<file path="src/rtl/unified_mem_arbiter_pkg.sv">
// Shared types and default widths for the unified instruction/data memory arbiter.
package mem_arb_pkg;

  localparam int DEF_ADDR_W       = 32;
  localparam int DEF_DATA_W       = 32;
  localparam int DEF_MAX_D_STREAK = 4;

  typedef enum logic [1:0] {
    IDLE,
    BUSY_I,
    BUSY_D,
    RESP
  } arb_state_e;

  typedef enum logic {
    OWN_I,
    OWN_D
  } arb_owner_e;

endpackage

</file>
<file path="src/rtl/unified_mem_arbiter_if.sv">
// Generic request/ack memory port: the master issues req (held until ack), the slave returns ack + rdata.
interface unified_mem_arbiter_if
  import mem_arb_pkg::*;
#(
  parameter int ADDR_W = DEF_ADDR_W,
  parameter int DATA_W = DEF_DATA_W
);

  logic                  req;
  logic                  we;
  logic [ADDR_W-1:0]     addr;
  logic [DATA_W-1:0]     wdata;
  logic [DATA_W/8-1:0]   be;
  logic                  ack;
  logic [DATA_W-1:0]     rdata;

  modport master (output req, we, addr, wdata, be, input ack, rdata);
  modport slave  (input req, we, addr, wdata, be, output ack, rdata);

endinterface

</file>
<file path="src/rtl/unified_mem_arbiter.sv">
// Serialises fetch and load/store requests onto one variable-latency memory, data-first with a starvation guard.
// Latency: request sampled at t -> m_req at t+1 -> owner ack at t+2+L; losers stall with no ack until granted.
module unified_mem_arbiter
  import mem_arb_pkg::*;
#(
  parameter int ADDR_W       = DEF_ADDR_W,
  parameter int DATA_W       = DEF_DATA_W,
  parameter int MAX_D_STREAK = DEF_MAX_D_STREAK
) (
  input  logic                  clk,
  input  logic                  reset,
  unified_mem_arbiter_if.slave  i_bus,
  unified_mem_arbiter_if.slave  d_bus,
  unified_mem_arbiter_if.master m_bus,
  output logic                  if_stall,
  output logic                  mem_stall
);

  localparam int STREAK_W = $clog2(MAX_D_STREAK + 1);
  localparam logic [STREAK_W-1:0] STREAK_MAX = STREAK_W'(MAX_D_STREAK);

  arb_state_e            state;
  arb_owner_e            owner;
  logic [STREAK_W-1:0]   streak;

  logic                  grant_d;
  logic                  grant_i;
  logic                  sel_we;
  logic [ADDR_W-1:0]     sel_addr;
  logic [DATA_W-1:0]     sel_wdata;
  logic [DATA_W/8-1:0]   sel_be;

  always_comb begin
    grant_d   = d_bus.req && (!i_bus.req || (streak < STREAK_MAX));
    grant_i   = i_bus.req && !grant_d;
    sel_we    = grant_d ? d_bus.we    : i_bus.we;
    sel_addr  = grant_d ? d_bus.addr  : i_bus.addr;
    sel_wdata = grant_d ? d_bus.wdata : i_bus.wdata;
    sel_be    = grant_d ? d_bus.be    : i_bus.be;
  end

  assign if_stall  = i_bus.req & ~i_bus.ack;
  assign mem_stall = d_bus.req & ~d_bus.ack;

  always_ff @(posedge clk or posedge reset) begin
    if (reset) begin
      state       <= IDLE;
      owner       <= OWN_I;
      streak      <= '0;
      m_bus.req   <= 1'b0;
      m_bus.we    <= 1'b0;
      m_bus.addr  <= '0;
      m_bus.wdata <= '0;
      m_bus.be    <= '0;
      i_bus.ack   <= 1'b0;
      i_bus.rdata <= '0;
      d_bus.ack   <= 1'b0;
      d_bus.rdata <= '0;
    end else begin
      i_bus.ack <= 1'b0;
      d_bus.ack <= 1'b0;
      unique case (state)
        IDLE: begin
          // A D grant with a waiting fetch implies streak < max, so no saturation check is needed.
          if (!i_bus.req || grant_i) begin
            streak <= '0;
          end else if (grant_d) begin
            streak <= streak + 1'b1;
          end
          if (grant_d || grant_i) begin
            state       <= grant_d ? BUSY_D : BUSY_I;
            owner       <= grant_d ? OWN_D : OWN_I;
            m_bus.req   <= 1'b1;
            m_bus.we    <= sel_we;
            m_bus.addr  <= sel_addr;
            m_bus.wdata <= sel_wdata;
            m_bus.be    <= sel_be;
          end
        end
        BUSY_I, BUSY_D: begin
          if (m_bus.ack) begin
            m_bus.req <= 1'b0;
            state     <= RESP;
            if (owner == OWN_D) begin
              d_bus.rdata <= m_bus.rdata;
              d_bus.ack   <= 1'b1;
            end else begin
              i_bus.rdata <= m_bus.rdata;
              i_bus.ack   <= 1'b1;
            end
          end
        end
        RESP:    state <= IDLE;
        default: state <= IDLE;
      endcase
    end
  end

  // Requesters must hold their request stable from grant through the ack cycle.
  a_i_hold: assert property (@(posedge clk) disable iff (reset)
    ((state == BUSY_I) || (state == RESP && owner == OWN_I)) |->
      (i_bus.req && $stable(i_bus.addr)));

  a_d_hold: assert property (@(posedge clk) disable iff (reset)
    ((state == BUSY_D) || (state == RESP && owner == OWN_D)) |->
      (d_bus.req && $stable(d_bus.we) && $stable(d_bus.addr) &&
       $stable(d_bus.wdata) && $stable(d_bus.be)));

  a_i_read_only: assert property (@(posedge clk) disable iff (reset)
    i_bus.req |-> !i_bus.we);

endmodule
</file>
<file path="src/flat_wrapper.sv">
// flat-port wrapper written by rule: the top's interface ports become plain ports
module unified_mem_arbiter_flat import mem_arb_pkg::*;
#(
  parameter int ADDR_W       = DEF_ADDR_W,
  parameter int DATA_W       = DEF_DATA_W,
  parameter int MAX_D_STREAK = DEF_MAX_D_STREAK
)
  (clk, reset, if_stall, mem_stall, i_bus_req, i_bus_we, i_bus_addr, i_bus_wdata, i_bus_be, i_bus_ack, i_bus_rdata, d_bus_req, d_bus_we, d_bus_addr, d_bus_wdata, d_bus_be, d_bus_ack, d_bus_rdata, m_bus_req, m_bus_we, m_bus_addr, m_bus_wdata, m_bus_be, m_bus_ack, m_bus_rdata);
  unified_mem_arbiter_if #(.ADDR_W(ADDR_W), .DATA_W(DATA_W)) i_bus_i ();
  unified_mem_arbiter_if #(.ADDR_W(ADDR_W), .DATA_W(DATA_W)) d_bus_i ();
  unified_mem_arbiter_if #(.ADDR_W(ADDR_W), .DATA_W(DATA_W)) m_bus_i ();
  input  logic clk;
  input  logic reset;
  output logic if_stall;
  output logic mem_stall;
  input wire logic [$bits(i_bus_i.req)-1:0] i_bus_req;
  input wire logic [$bits(i_bus_i.we)-1:0] i_bus_we;
  input wire logic [$bits(i_bus_i.addr)-1:0] i_bus_addr;
  input wire logic [$bits(i_bus_i.wdata)-1:0] i_bus_wdata;
  input wire logic [$bits(i_bus_i.be)-1:0] i_bus_be;
  output wire logic [$bits(i_bus_i.ack)-1:0] i_bus_ack;
  output wire logic [$bits(i_bus_i.rdata)-1:0] i_bus_rdata;
  input wire logic [$bits(d_bus_i.req)-1:0] d_bus_req;
  input wire logic [$bits(d_bus_i.we)-1:0] d_bus_we;
  input wire logic [$bits(d_bus_i.addr)-1:0] d_bus_addr;
  input wire logic [$bits(d_bus_i.wdata)-1:0] d_bus_wdata;
  input wire logic [$bits(d_bus_i.be)-1:0] d_bus_be;
  output wire logic [$bits(d_bus_i.ack)-1:0] d_bus_ack;
  output wire logic [$bits(d_bus_i.rdata)-1:0] d_bus_rdata;
  output wire logic [$bits(m_bus_i.req)-1:0] m_bus_req;
  output wire logic [$bits(m_bus_i.we)-1:0] m_bus_we;
  output wire logic [$bits(m_bus_i.addr)-1:0] m_bus_addr;
  output wire logic [$bits(m_bus_i.wdata)-1:0] m_bus_wdata;
  output wire logic [$bits(m_bus_i.be)-1:0] m_bus_be;
  input wire logic [$bits(m_bus_i.ack)-1:0] m_bus_ack;
  input wire logic [$bits(m_bus_i.rdata)-1:0] m_bus_rdata;
  assign i_bus_i.req = i_bus_req;
  assign i_bus_i.we = i_bus_we;
  assign i_bus_i.addr = i_bus_addr;
  assign i_bus_i.wdata = i_bus_wdata;
  assign i_bus_i.be = i_bus_be;
  assign i_bus_ack = i_bus_i.ack;
  assign i_bus_rdata = i_bus_i.rdata;
  assign d_bus_i.req = d_bus_req;
  assign d_bus_i.we = d_bus_we;
  assign d_bus_i.addr = d_bus_addr;
  assign d_bus_i.wdata = d_bus_wdata;
  assign d_bus_i.be = d_bus_be;
  assign d_bus_ack = d_bus_i.ack;
  assign d_bus_rdata = d_bus_i.rdata;
  assign m_bus_req = m_bus_i.req;
  assign m_bus_we = m_bus_i.we;
  assign m_bus_addr = m_bus_i.addr;
  assign m_bus_wdata = m_bus_i.wdata;
  assign m_bus_be = m_bus_i.be;
  assign m_bus_i.ack = m_bus_ack;
  assign m_bus_i.rdata = m_bus_rdata;
  unified_mem_arbiter #(.ADDR_W(ADDR_W), .DATA_W(DATA_W), .MAX_D_STREAK(MAX_D_STREAK)) u_core (.clk(clk), .reset(reset), .i_bus(i_bus_i), .d_bus(d_bus_i), .m_bus(m_bus_i), .if_stall(if_stall), .mem_stall(mem_stall));
endmodule
</file>
<file path="config.mk">
export PLATFORM = sky130hd
export DESIGN_NAME = unified_mem_arbiter_flat
export DESIGN_NICKNAME = d
export VERILOG_FILES = /design/src/rtl/unified_mem_arbiter_pkg.sv /design/src/rtl/unified_mem_arbiter_if.sv /design/src/rtl/unified_mem_arbiter.sv /design/src/flat_wrapper.sv
export SDC_FILE = /design/constraint.sdc
export NUM_CORES = 1
export LEC_CHECK = 0
export CORE_AREA = 2 2 115 140
export CTS_CLUSTER_SIZE = 14
export DETAILED_ROUTE_END_ITERATION = 8
export DIE_AREA = 0 0 117 142
export MAX_ROUTING_LAYER = met4
export PLACE_DENSITY = 0.8
export SYNTH_ARGS = -nofsm -noshare
export SYNTH_HDL_FRONTEND = slang
export SYNTH_SLANG_ARGS = --single-unit
</file>
<file path="constraint.sdc">
create_clock -name clk -period 7.34 [get_ports clk]
set_input_delay 1.835 -clock clk [delete_from_list [all_inputs] [get_ports clk]]
set_output_delay 1.835 -clock clk [all_outputs]
set_load 0.02 [all_outputs]
</file>
==> run summary, run 1 <==
### CTS
- **clock buffer count from CTS** 17
- **clock sink count** 142
- **number of hold buffers added after CTS** 0
- **quantity of gates resized following cts** 0
- **CTS tree** done
- **setup fix buffers added after clock tree synthesis** 0
- **deepest clock path buffer count** 2
- **H-tree lvl count** 4
- **clock-pin slew on the worst setup and hold paths** 0.06 ns
- **clock root buffer master** sky130_fd_sc_hd__clkbuf_16
- **later-pin clock latency in the skew report** 0.41 ns

### Power and ir drop
- **P_sw** 1.68 mW
- **share of total power consumed by net switching** 37.3%
- **maximum VDD drop** 0.000299 V
- **Static Leak** 4.11 nW
- **part of the power in registers** 30.9%
- **part of the total power dissipated in the clock network** 19.4%
- **combinational group share of total power** 49.7%
- **Pwr Density** 459 mW/mm^2
- **Internal Power** 2.81 mW
- **Design Power** 4.49 mW

### Routing
- **average detailed-routed wire length per instance** 16.8 um
- **total wire length after detailed routing** 18100 um
- **Detail Route Antenna Nets** 0
- **DRC violation count after routing** 0
- **vias per std cell** 4.92
- **1st-iter DRT viols** 291
- **total number of vias** 5304
- **DR pass1 iterations** 4

### Critical path
- **type of destination of the critical path** output pin
- **Critical Path Fanout Max** 7
- **data arrival time of the worst path** 3.34 ns
- **cell with the most instances on the worst path** sky130_fd_sc_hd__clkdlybuf4s50_1
- **Worst EP required** 5.51 ns
- **crit-path max cell delay** 0.68 ns
- **Critical-path top delay cell** sky130_fd_sc_hd__clkdlybuf4s50_1
- **Worst Setup Start Kind** input pin
- **cells along the critical path** clkdlybuf4s50_1 -> nor2b_1 -> clkdlybuf4s50_1
- **path type of the worst setup path** in2out

### STA
- **Hold Fails Final Rpt** 0
- **final worst hold slack** 0.505 ns
- **RSZ-0062 raised after global routing** no
- **clock period minus final worst setup slack** 5.18 ns
- **tightest slew margin relative to the limit** 35.4%
- **maximum clock rate** 193 MHz
- **slew at the pin closest to its max-slew limit** 0.966 ns
- **max-slew violation count** 0
- **maximum clock skew at final layout** 0.00904 ns
- **aggregate negative setup slack** 0 ns
- **final setup vio count** 0
- **final clock period utilization by the worst path** 70.5%

### Die
- **Die ar.** 0.0166 sq mm
- **placement row count** 50
- **chip height** 142 um
- **core area** 0.0153 sq mm
- **chip width** 117 um
- **count of pins on the block boundary** 313
- **Starting Density** 39.1%

### Layout
- **share of cells above drive strength 1** 12.5%
- **fin cells** 1078
- **most frequent standard cell in the layout excluding fill and tap cells** sky130_fd_sc_hd__clkdlybuf4s50_1
- **area growth from synthesis to final layout** 63.3%
- **post-layout net count** 1035
- **highest-count cells in the layout ignoring fill and taps** 312 x sky130_fd_sc_hd__clkdlybuf4s50_1, 142 x sky130_fd_sc_hd__dfrtp_1, 140 x sky130_fd_sc_hd__a21oi_1, 72 x sky130_fd_sc_hd__nor2_1, 71 x sky130_fd_sc_hd__nand2_1
- **diodes inserted** 0

### Global routing
- **largest net degree at the start of global routing** 82
- **met2 usage in global routing** 36.3%
- **busiest layer in global routing** met2
- **routing usage on met3** 8.18%
- **via count of the first global-routing pass** 5531
- **global route total overflow** 0
- **overall routing resource usage** 22.3%
- **initial antenna violation count** 0
- **met1 track utilization from global routing** 25.2%
- **first-pass GRT wire length** 27700 um

### Flow run
- **max-capacitance violation count** 0

### Place
- **global placer's final weighted congestion** 0.789
- **detailed-placement wirelength estimate** 12700 um
- **number of cells in the design after placement** 1046
- **IO Port Bufs** 312

### Synthesis
- **library cells used by synthesis** 26
- **number of standard cells after synthesis** 560
- **area of the mapped netlist** 0.00599 sq mm
- **sequential cell area fraction in the yosys report** 59.3%
- **Ys Warns** 0
- **count of state elements after synthesis** 142
- **syn nets** 738
- **synthesized area divided by synthesized cell count** 10.7 sq um

### Worst hold path
- **worst hold path class** reg2reg

### Outcome
- **result of the run** finished, final reports clean

cell type report:
class / instances / area, sq um
Inverter: 8 / 35.0
Sequential cell: 142 / 3550
Multi-Input combinational cell: 371 / 2180
Clock buffer: 18 / 439
Fill cell: 1236 / 5540
Tap cell: 208 / 260
Timing Repair Buffer: 317 / 3160
Clock inverter: 14 / 158
critical path: cells and delay by family:
kind	cells	cell delay [ns]
and+or+nand+nor	1	0.18
buffers and inverters	2	1.32
cell usage after synthesis:
library cell,count,area [sq um]
sky130_fd_sc_hd__o21ai_2,1,8.76
sky130_fd_sc_hd__a21boi_0,1,7.51
sky130_fd_sc_hd__clkbuf_2,1,5.00
sky130_fd_sc_hd__nand3b_2,1,11.3
sky130_fd_sc_hd__a21boi_1,1,7.51
sky130_fd_sc_hd__clkbuf_1,2,7.51
sky130_fd_sc_hd__buf_4,1,7.51
sky130_fd_sc_hd__ha_1,3,37.5
sky130_fd_sc_hd__nand3_2,1,10.0
sky130_fd_sc_hd__buf_6,9,101
sky130_fd_sc_hd__nand2b_1,2,12.5
sky130_fd_sc_hd__dfrtp_1,142,3550
sky130_fd_sc_hd__a21bo_1,1,10.0
sky130_fd_sc_hd__o22ai_1,3,18.8
sky130_fd_sc_hd__nor2_1,72,270
sky130_fd_sc_hd__mux2_2,65,732
sky130_fd_sc_hd__mux2i_1,2,20.0
sky130_fd_sc_hd__inv_1,8,30.0
sky130_fd_sc_hd__a21oi_1,140,701
sky130_fd_sc_hd__o21ai_0,1,5.00
sky130_fd_sc_hd__nor2b_1,3,18.8
sky130_fd_sc_hd__buf_2,26,130
sky130_fd_sc_hd__o21a_1,1,7.51
sky130_fd_sc_hd__a22o_1,1,8.76
sky130_fd_sc_hd__nand3_1,1,5.00
sky130_fd_sc_hd__nand2_1,71,267
registers in the layout, summed over array words and instances, names as in the netlist:
signal,count
u_core.m_bus.wdata,32
u_core.streak,3
u_core.i_bus.ack,1
u_core.i_bus.rdata,32
u_core.owner,1
u_core.m_bus.we,1
u_core.m_bus.req,1
u_core.state,2
u_core.d_bus.ack,1
u_core.d_bus.rdata,32
u_core.m_bus.be,4
u_core.m_bus.addr,32
layer usage:
| metal | wire (um) | vias up |
|---|---|---|
| met1 | 7010 | 2568 |
| li1 | - | 2482 |
| met5 | 0 | - |
| met2 | 9070 | 226 |
| met4 | 363 | 0 |
| met3 | 1630 | 28 |
cell families (layout without fill, tap and decap cells):
group	after synthesis	in the layout	share of synthesized area (%)
compound gates	150	150	12.9
fa+ha+maj	3	3	0.626
buf+inv	47	357	4.70
flops	142	142	59.3
mux	67	67	12.5
simple gates	151	151	9.92
power groups by stage:
stage / logic [mW] / registers, mW / clock network, mW
global placement: 2.21 / 1.38 / 0
floorplan: 0.726 / 1.86 / 0
global route: 2.39 / 1.43 / 0.926
finish: 2.23 / 1.39 / 0.870
detailed placement: 2.24 / 1.40 / 0
CTS: 2.26 / 1.39 / 0.888
path summary, 6_finish.rpt:
check | start | endpoint | slack [ns] | depth (start not counted)
max in group asynchronous | reset | u_core.i_bus.rdata[28] | 4.10 | 3
min in group asynchronous | reset | u_core.d_bus.rdata[25] | 1.94 | 2
min | u_core.i_bus.rdata[23] | u_core.i_bus.rdata[23] | 0.50 | 1
max | i_bus_req | if_stall | 2.16 | 3
min reg2reg | u_core.i_bus.rdata[23] | u_core.i_bus.rdata[23] | 0.50 | 1
max reg2reg | u_core.state[0] | u_core.m_bus.wdata[30] | 5.09 | 6
metrics by stage:
step	area (sq um)	util [%]	worst slack, ns
6_report	9780	63.8	2.16
4_1_cts	9780	63.8	2.15
5_1_grt	9780	63.8	2.11
2_1_floorplan	5990	-	1.70
3_3_place_gp	9190	59.9	2.17
3_5_place_dp	9190	59.9	2.15
Power figures use the tool's default switching activity.
==> inputs of run 2 (changes only) <==
CORE_AREA = 2 2 121 147   (was 2 2 115 140)
DIE_AREA = 0 0 123 149   (was 0 0 117 142)
PLACE_DENSITY = 0.76   (was 0.8)
clock period = 4.3 ns   (was 7.34 ns; I/O delays follow)
==> run 2 against run 1 <==
Effect of this change:
- register-to-register slack worse by 2.7 ns
- combinational power up 71%
- final area up 0.93%
- sequential cell count unchanged
- power grew 72%
- non-clock buffer count grew 5
- setup slack worse by 1.5 ns
- clock skew is 0.0022 ns higher
- sequential share of layout area decreased by 0.34 points
- routed wire length fell by 1.3%
- global-route usage decreased by 2.3 points
- via count shrank 0.98%
- critical path type unchanged
==> run summary, run 2 (synthesis results as in run 1) <==
### Global routing
- **met2 usage in global routing** 33.7%, -2.7 points
- **via count of the first global-routing pass** 5537, +0.11%
- **overall routing resource usage** 19.9%, -2.3 points
- **global route total overflow** 0, unchanged
- **routing usage on met3** 6.12%, -2.1 points
- **initial antenna violation count** 0, unchanged
- **largest net degree at the start of global routing** 71, -13%
- **busiest layer in global routing** met2
- **met1 track utilization from global routing** 22.6%, -2.6 points
- **first-pass GRT wire length** 27700 um, +0.13%

### Critical path
- **path type of the worst setup path** in2out
- **startpoint of the worst register-to-register path** u_core.state[1]
- **crit path to** if_stall
- **Worst Setup Start Kind** input pin
- **data arrival time of the worst path** 2.55 ns, -0.79 ns
- **cell type group with the largest total delay on the critical path** buffers and inverters
- **Worst EP required** 3.22 ns, -2.29 ns
- **worst flop-to-flop path endpoint** u_core.m_bus.be[1]
- **crit-path max cell delay** 0.69 ns, about the same
- **Critical-path top delay cell** sky130_fd_sc_hd__clkdlybuf4s50_1
- **type of destination of the critical path** output pin
- **FF-to-FF setup slack** 2.37 ns, -2.72 ns
- **cell with the most instances on the worst path** sky130_fd_sc_hd__clkdlybuf4s50_1
- **Critical Path Fanout Max** 7, unchanged
- **number of logic stages on the critical path including buffering** 3, unchanged
- **path depth of the worst reg2reg path** 6, unchanged
- **cells along the critical path** clkdlybuf4s50_1 -> nor2b_1 -> clkdlybuf4s50_1
- **worst path bufs/invs** 2, unchanged
- **start point of the critical path** i_bus_req

### Routing
- **Detail Route Antenna Nets** 0, unchanged
- **1st-iter DRT viols** 188, -35%
- **total wire length after detailed routing** 17800 um, -1.3%
- **average detailed-routed wire length per instance** 16.3 um, -2.8%
- **DRC violation count after routing** 0, unchanged
- **DR pass1 iterations** 4, unchanged
- **total number of vias** 5252, -0.98%
- **vias per std cell** 4.80, -2.5%

### CTS
- **number of hold buffers added after CTS** 0, unchanged
- **deepest clock path buffer count** 2, unchanged
- **clock-pin slew on the worst setup and hold paths** 0.06 ns, about the same
- **later-pin clock latency in the skew report** 0.41 ns, about the same
- **clock sink count** 142, unchanged
- **setup fix buffers added after clock tree synthesis** 0, unchanged
- **clock root buffer master** sky130_fd_sc_hd__clkbuf_16
- **clock buffer count from CTS** 17, unchanged
- **H-tree lvl count** 4, unchanged
- **CTS tree** done
- **quantity of gates resized following cts** 0, unchanged

### Flow run
- **max-capacitance violation count** 0, unchanged

### Power and ir drop
- **maximum VDD drop** 0.000504 V, +68%
- **Pwr Density** 781 mW/mm^2, +70%
- **combinational group share of total power** 49.5%, -0.2 points
- **Static Leak** 4.14 nW, +0.77%
- **P_sw** 2.86 mW, +71%
- **Internal Power** 4.85 mW, +73%
- **Design Power** 7.71 mW, +72%
- **part of the power in registers** 30.7%, -0.2 points
- **part of the total power dissipated in the clock network** 19.9%, +0.5 points
- **share of total power consumed by net switching** 37.1%, -0.24 points

### Die
- **count of pins on the block boundary** 313, unchanged
- **placement row count** 53, +6.0%
- **core area** 0.0171 sq mm, +12%
- **Die ar.** 0.0183 sq mm, +10%
- **chip width** 123 um, +5.1%
- **chip height** 149 um, +4.9%
- **Starting Density** 35.0%, -4.1 points

### STA
- **RSZ-0062 raised after global routing** no
- **Hold Fails Final Rpt** 0, unchanged
- **tightest slew margin relative to the limit** 40.7%, +5.3 points
- **maximum clock rate** 276 MHz
- **max-slew violation count** 0, unchanged
- **clock period minus final worst setup slack** 3.63 ns
- **slew at the pin closest to its max-slew limit** 0.887 ns, -0.0786 ns
- **maximum clock skew at final layout** 0.0112 ns, +0.00217 ns
- **final clock period utilization by the worst path** 84.4%
- **aggregate negative setup slack** 0 ns, unchanged
- **final setup vio count** 0, unchanged

### Layout
- **share of cells above drive strength 1** 12.9%, +0.39 points
- **post-layout net count** 1040, +0.48%
- **most frequent standard cell in the layout excluding fill and tap cells** sky130_fd_sc_hd__clkdlybuf4s50_1
- **highest-count cells in the layout ignoring fill and taps** 312 x sky130_fd_sc_hd__clkdlybuf4s50_1, 142 x sky130_fd_sc_hd__dfrtp_1, 140 x sky130_fd_sc_hd__a21oi_1, 72 x sky130_fd_sc_hd__nor2_1, 71 x sky130_fd_sc_hd__nand2_1
- **diodes inserted** 0, unchanged
- **area growth from synthesis to final layout** 64.8%

### Place
- **global placer's final weighted congestion** 0.827, +4.8%
- **detailed-placement wirelength estimate** 12100 um, -4.8%
- **IO Port Bufs** 312, unchanged

### Worst hold path
- **worst hold path class** reg2reg

### Outcome
- **result of the run** finished, final reports clean

[run 2: final cells by class]
type | instances | area [sq um]
clock buffers | 18 | 429
multi-input cells | 371 | 2180
repair buffers | 322 | 3220
flip-flops and latches | 142 | 3550
clock inverters | 14 | 183
fillers | 1479 | 7230
inverters | 8 | 33.8
well taps | 220 | 275
[run 2: stage by stage]
step | instances | hold WS, ns | worst slack (ns) | cell area [sq um] | util (%)
5_1_grt | 1095 | 0.511 | 0.582 | 9880 | 57.7
4_1_cts | 1095 | 0.506 | 0.661 | 9880 | 57.7
2_1_floorplan | 560 | 0.476 | 1.45 | 6000 | -
3_5_place_dp | 1063 | 0.492 | 0.674 | 9260 | 54.1
3_3_place_gp | 1063 | 0.487 | 0.673 | 9260 | 54.1
6_report | 1095 | 0.503 | 0.671 | 9880 | 57.7
[run 2: power by group through the flow]
stage / Combinational, mW / Clock, mW / Sequential [mW]
after floorplan: 1.24 / 0 / 3.17
after global placement: 3.80 / 0 / 2.35
after detailed placement: 3.85 / 0 / 2.38
after CTS: 3.87 / 1.57 / 2.37
after global routing: 4.10 / 1.63 / 2.45
final: 3.82 / 1.53 / 2.37
[run 2: worst register-to-register path: cells and delay by family (launching register included)]
kind	cells	cell delay [ns]
buffers and inverters	2	0.67
flip-flops	1	0.36
AO/OA/AOI/OAI	2	0.33
adder cells (fa/ha/maj)	1	0.31
AND/OR/NAND/NOR	1	0.18
[run 2: how the worst min path moves through the flow]
| stage | to | start | depth (start not counted) | slack (ns) |
|---|---|---|---|---|
| 3_3_place_gp | u_core.d_bus.rdata[3] | u_core.d_bus.rdata[3] | 1 | 0.49 |
| 4_1_cts | u_core.d_bus.rdata[26] | u_core.d_bus.rdata[26] | 1 | 0.51 |
| 6_report | u_core.i_bus.rdata[27] | u_core.i_bus.rdata[27] | 1 | 0.50 |
| 5_1_grt | u_core.i_bus.rdata[15] | u_core.i_bus.rdata[15] | 1 | 0.51 |
| 2_1_floorplan | u_core.streak[0] | u_core.streak[0] | 2 | 0.48 |
| 3_5_place_dp | u_core.d_bus.rdata[26] | u_core.d_bus.rdata[26] | 1 | 0.49 |
[run 2: metal layers]
metal	vias to the layer above	share of wire [%]
met5	-	0
met1	2534	40
met2	202	51
met3	25	7.2
li1	2491	-
met4	0	1.9
==> inputs of run 3 (changes only) <==
clock period = 3.1 ns   (was 4.3 ns; I/O delays follow)
==> run 3 against run 2 <==
Effect of this change:
- clock power up 44%
- routed wire length up 1.7%
- sequential power is 38% higher
- sequential share of layout area fell by 0.22 points
- register-to-register slack worse by 1.2 ns
- highest routed layer unchanged
- largest power group unchanged
- critical endpoint is now mem_stall
- power increased by 40%
==> run summary, run 3 (synthesis results as in run 1) <==
### Outcome
- **result of the run** finished, final reports clean

### CTS
- **CTS tree** done
- **number of hold buffers added after CTS** 0, unchanged
- **setup fix buffers added after clock tree synthesis** 0, unchanged
- **clock root buffer master** sky130_fd_sc_hd__clkbuf_16
- **quantity of gates resized following cts** 0, unchanged
- **H-tree lvl count** 4, unchanged
- **clock buffer count from CTS** 17, unchanged
- **clock sink count** 142, unchanged
- **later-pin clock latency in the skew report** 0.41 ns, about the same
- **clock-pin slew on the worst setup and hold paths** 0.06 ns, about the same
- **deepest clock path buffer count** 2, unchanged

### STA
- **final worst hold slack** 0.502 ns, -0.000904 ns
- **maximum clock rate** 357 MHz
- **tightest slew margin relative to the limit** 58.8%, +18 points
- **max-slew violation count** 0, unchanged
- **final setup vio count** 0, unchanged
- **clock period minus final worst setup slack** 2.80 ns
- **final clock period utilization by the worst path** 90.3%
- **aggregate negative setup slack** 0 ns, unchanged
- **RSZ-0062 raised after global routing** no
- **Hold Fails Final Rpt** 0, unchanged
- **slew at the pin closest to its max-slew limit** 0.618 ns, -0.269 ns
- **maximum clock skew at final layout** 0.00749 ns, -0.00372 ns

### Die
- **Starting Density** 35.0%, unchanged
- **chip width** 123 um, unchanged
- **core area** 0.0171 sq mm, unchanged
- **chip height** 149 um, unchanged
- **placement row count** 53, unchanged
- **count of pins on the block boundary** 313, unchanged
- **Die ar.** 0.0183 sq mm, unchanged

### Layout
- **most frequent standard cell in the layout excluding fill and tap cells** sky130_fd_sc_hd__clkdlybuf4s50_1
- **share of cells above drive strength 1** 13.3%, +0.41 points
- **Finished Cell Area** 0.00994 sq mm, +0.62%
- **diodes inserted** 0, unchanged
- **post-layout net count** 1044, +0.38%
- **area growth from synthesis to final layout** 65.8%
- **highest-count cells in the layout ignoring fill and taps** 312 x sky130_fd_sc_hd__clkdlybuf4s50_1, 142 x sky130_fd_sc_hd__dfrtp_1, 140 x sky130_fd_sc_hd__a21oi_1, 72 x sky130_fd_sc_hd__nor2_1, 71 x sky130_fd_sc_hd__nand2_1
- **fin cells** 1098, +0.27%

### Global routing
- **overall routing resource usage** 20.4%, +0.52 points
- **initial antenna violation count** 0, unchanged
- **largest net degree at the start of global routing** 96, +35%
- **via count of the first global-routing pass** 5628, +1.6%
- **global route total overflow** 0, unchanged
- **first-pass GRT wire length** 28200 um, +1.9%

### Power and ir drop
- **share of total power consumed by net switching** 36.9%, -0.21 points
- **combinational group share of total power** 49.4%, about the same
- **part of the power in registers** 30.3%, -0.4 points
- **maximum VDD drop** 0.000726 V, +44%
- **P_sw** 3.99 mW, +40%
- **Static Leak** 4.18 nW, +0.89%
- **part of the total power dissipated in the clock network** 20.3%, +0.4 points
- **Pwr Density** 1090 mW/mm^2, +40%
- **Internal Power** 6.84 mW, +41%

### Worst hold path
- **start point of the worst hold path** u_core.i_bus.rdata[5]
- **worst hold path class** reg2reg

### Routing
- **1st-iter DRT viols** 206, +9.6%
- **DRC violation count after routing** 0, unchanged
- **Detail Route Antenna Nets** 0, unchanged
- **average detailed-routed wire length per instance** 16.5 um, +1.4%
- **vias per std cell** 4.79, about the same
- **total wire length after detailed routing** 18100 um, +1.7%
- **DR pass1 iterations** 4, unchanged
- **total number of vias** 5263, +0.21%

### Critical path
- **data arrival time of the worst path** 2.03 ns, -0.52 ns
- **start point of the critical path** d_bus_req
- **cells along the critical path** clkdlybuf4s50_1 -> nor2b_1 -> clkdlybuf4s50_1
- **Worst EP required** 2.32 ns, -0.90 ns
- **Worst Setup Start Kind** input pin
- **worst path bufs/invs** 2, unchanged
- **crit-path max cell delay** 0.62 ns, -0.07 ns
- **cell type group with the largest total delay on the critical path** buffers and inverters
- **type of destination of the critical path** output pin
- **Critical Path Fanout Max** 2, -5
- **Critical-path top delay cell** sky130_fd_sc_hd__clkdlybuf4s50_1
- **path type of the worst setup path** in2out
- **startpoint of the worst register-to-register path** u_core.state[0]
- **cell with the most instances on the worst path** sky130_fd_sc_hd__clkdlybuf4s50_1

### Flow run
- **max-capacitance violation count** 0, unchanged

### Place
- **number of cells in the design after placement** 1067, +0.38%
- **global placer's final weighted congestion** 0.816, -1.3%
- **detailed-placement wirelength estimate** 12400 um, +2.6%
- **area post-placement** 0.00931 sq mm, +0.46%
- **IO Port Bufs** 312, unchanged

-- run 3: cell types whose count changed in the layout (fill, tap and decap cells not counted) --
cell,previous run,this run
sky130_fd_sc_hd__clkbuf_1,1,0
sky130_fd_sc_hd__bufinv_16,3,4
sky130_fd_sc_hd__buf_12,2,3
sky130_fd_sc_hd__clkinv_4,3,2
sky130_fd_sc_hd__buf_4,8,11
sky130_fd_sc_hd__inv_6,4,5
sky130_fd_sc_hd__clkinvlp_4,3,2
-- run 3: power groups by stage --
stage	Sequential, mW	Combinational (mW)	Clock (mW)
finish	3.28	5.35	2.20
global route	3.40	5.74	2.35
CTS	3.29	5.42	2.26
detailed placement	3.31	5.39	0
global placement	3.25	5.32	0
floorplan	4.39	1.72	0
-- run 3: final timing paths --
check | endpoint | slack [ns] | cells past startpoint
hold / removal | u_core.i_bus.rdata[5] | 0.50 | 1
max in group asynchronous | u_core.m_bus.addr[29] | 1.74 | 3
setup reg to reg | u_core.i_bus.rdata[11] | 1.22 | 5
setup / recovery | mem_stall | 0.30 | 3
hold reg to reg | u_core.i_bus.rdata[5] | 0.50 | 1
min in group asynchronous | u_core.i_bus.rdata[11] | 0.85 | 3
-- run 3: through the flow --
stage | utilization (%) | total power, mW | setup slack [ns]
2_1_floorplan | - | 6.11 | 0.548
3_3_place_gp | 54.4 | 8.57 | 0.337
3_5_place_dp | 54.4 | 8.70 | 0.307
4_1_cts | 58.1 | 11.0 | 0.295
5_1_grt | 58.1 | 11.5 | 0.269
6_report | 58.1 | 10.8 | 0.300
-- run 3: final cells by class --
class | count | area [sq um]
fillers | 1478 | 7170
flip-flops and latches | 142 | 3550
repair buffers | 326 | 3270
multi-input cells | 371 | 2180
clock buffers | 17 | 425
well taps | 220 | 275
clock inverters | 14 | 205
inverters | 8 | 33.8
-- run 3: worst reg2reg max path: stages (launching register included) --
cell,delay (ns)
sky130_fd_sc_hd__dfrtp_1,0.34
sky130_fd_sc_hd__inv_1,0.06
sky130_fd_sc_hd__ha_1,0.39
sky130_fd_sc_hd__nand3b_2,0.38
sky130_fd_sc_hd__buf_12,0.31
sky130_fd_sc_hd__mux2_2,0.29
-- run 3: per-layer routing --
| layer | wire length, um | up-vias | track usage [%] |
|---|---|---|---|
| li1 | - | 2498 | - |
| met1 | 7220 | 2533 | 23.2 |
| met2 | 9150 | 202 | 34.1 |
| met3 | 1300 | 30 | 5.89 |
| met4 | 465 | 0 | 7.44 |
| met5 | 0 | - | - |
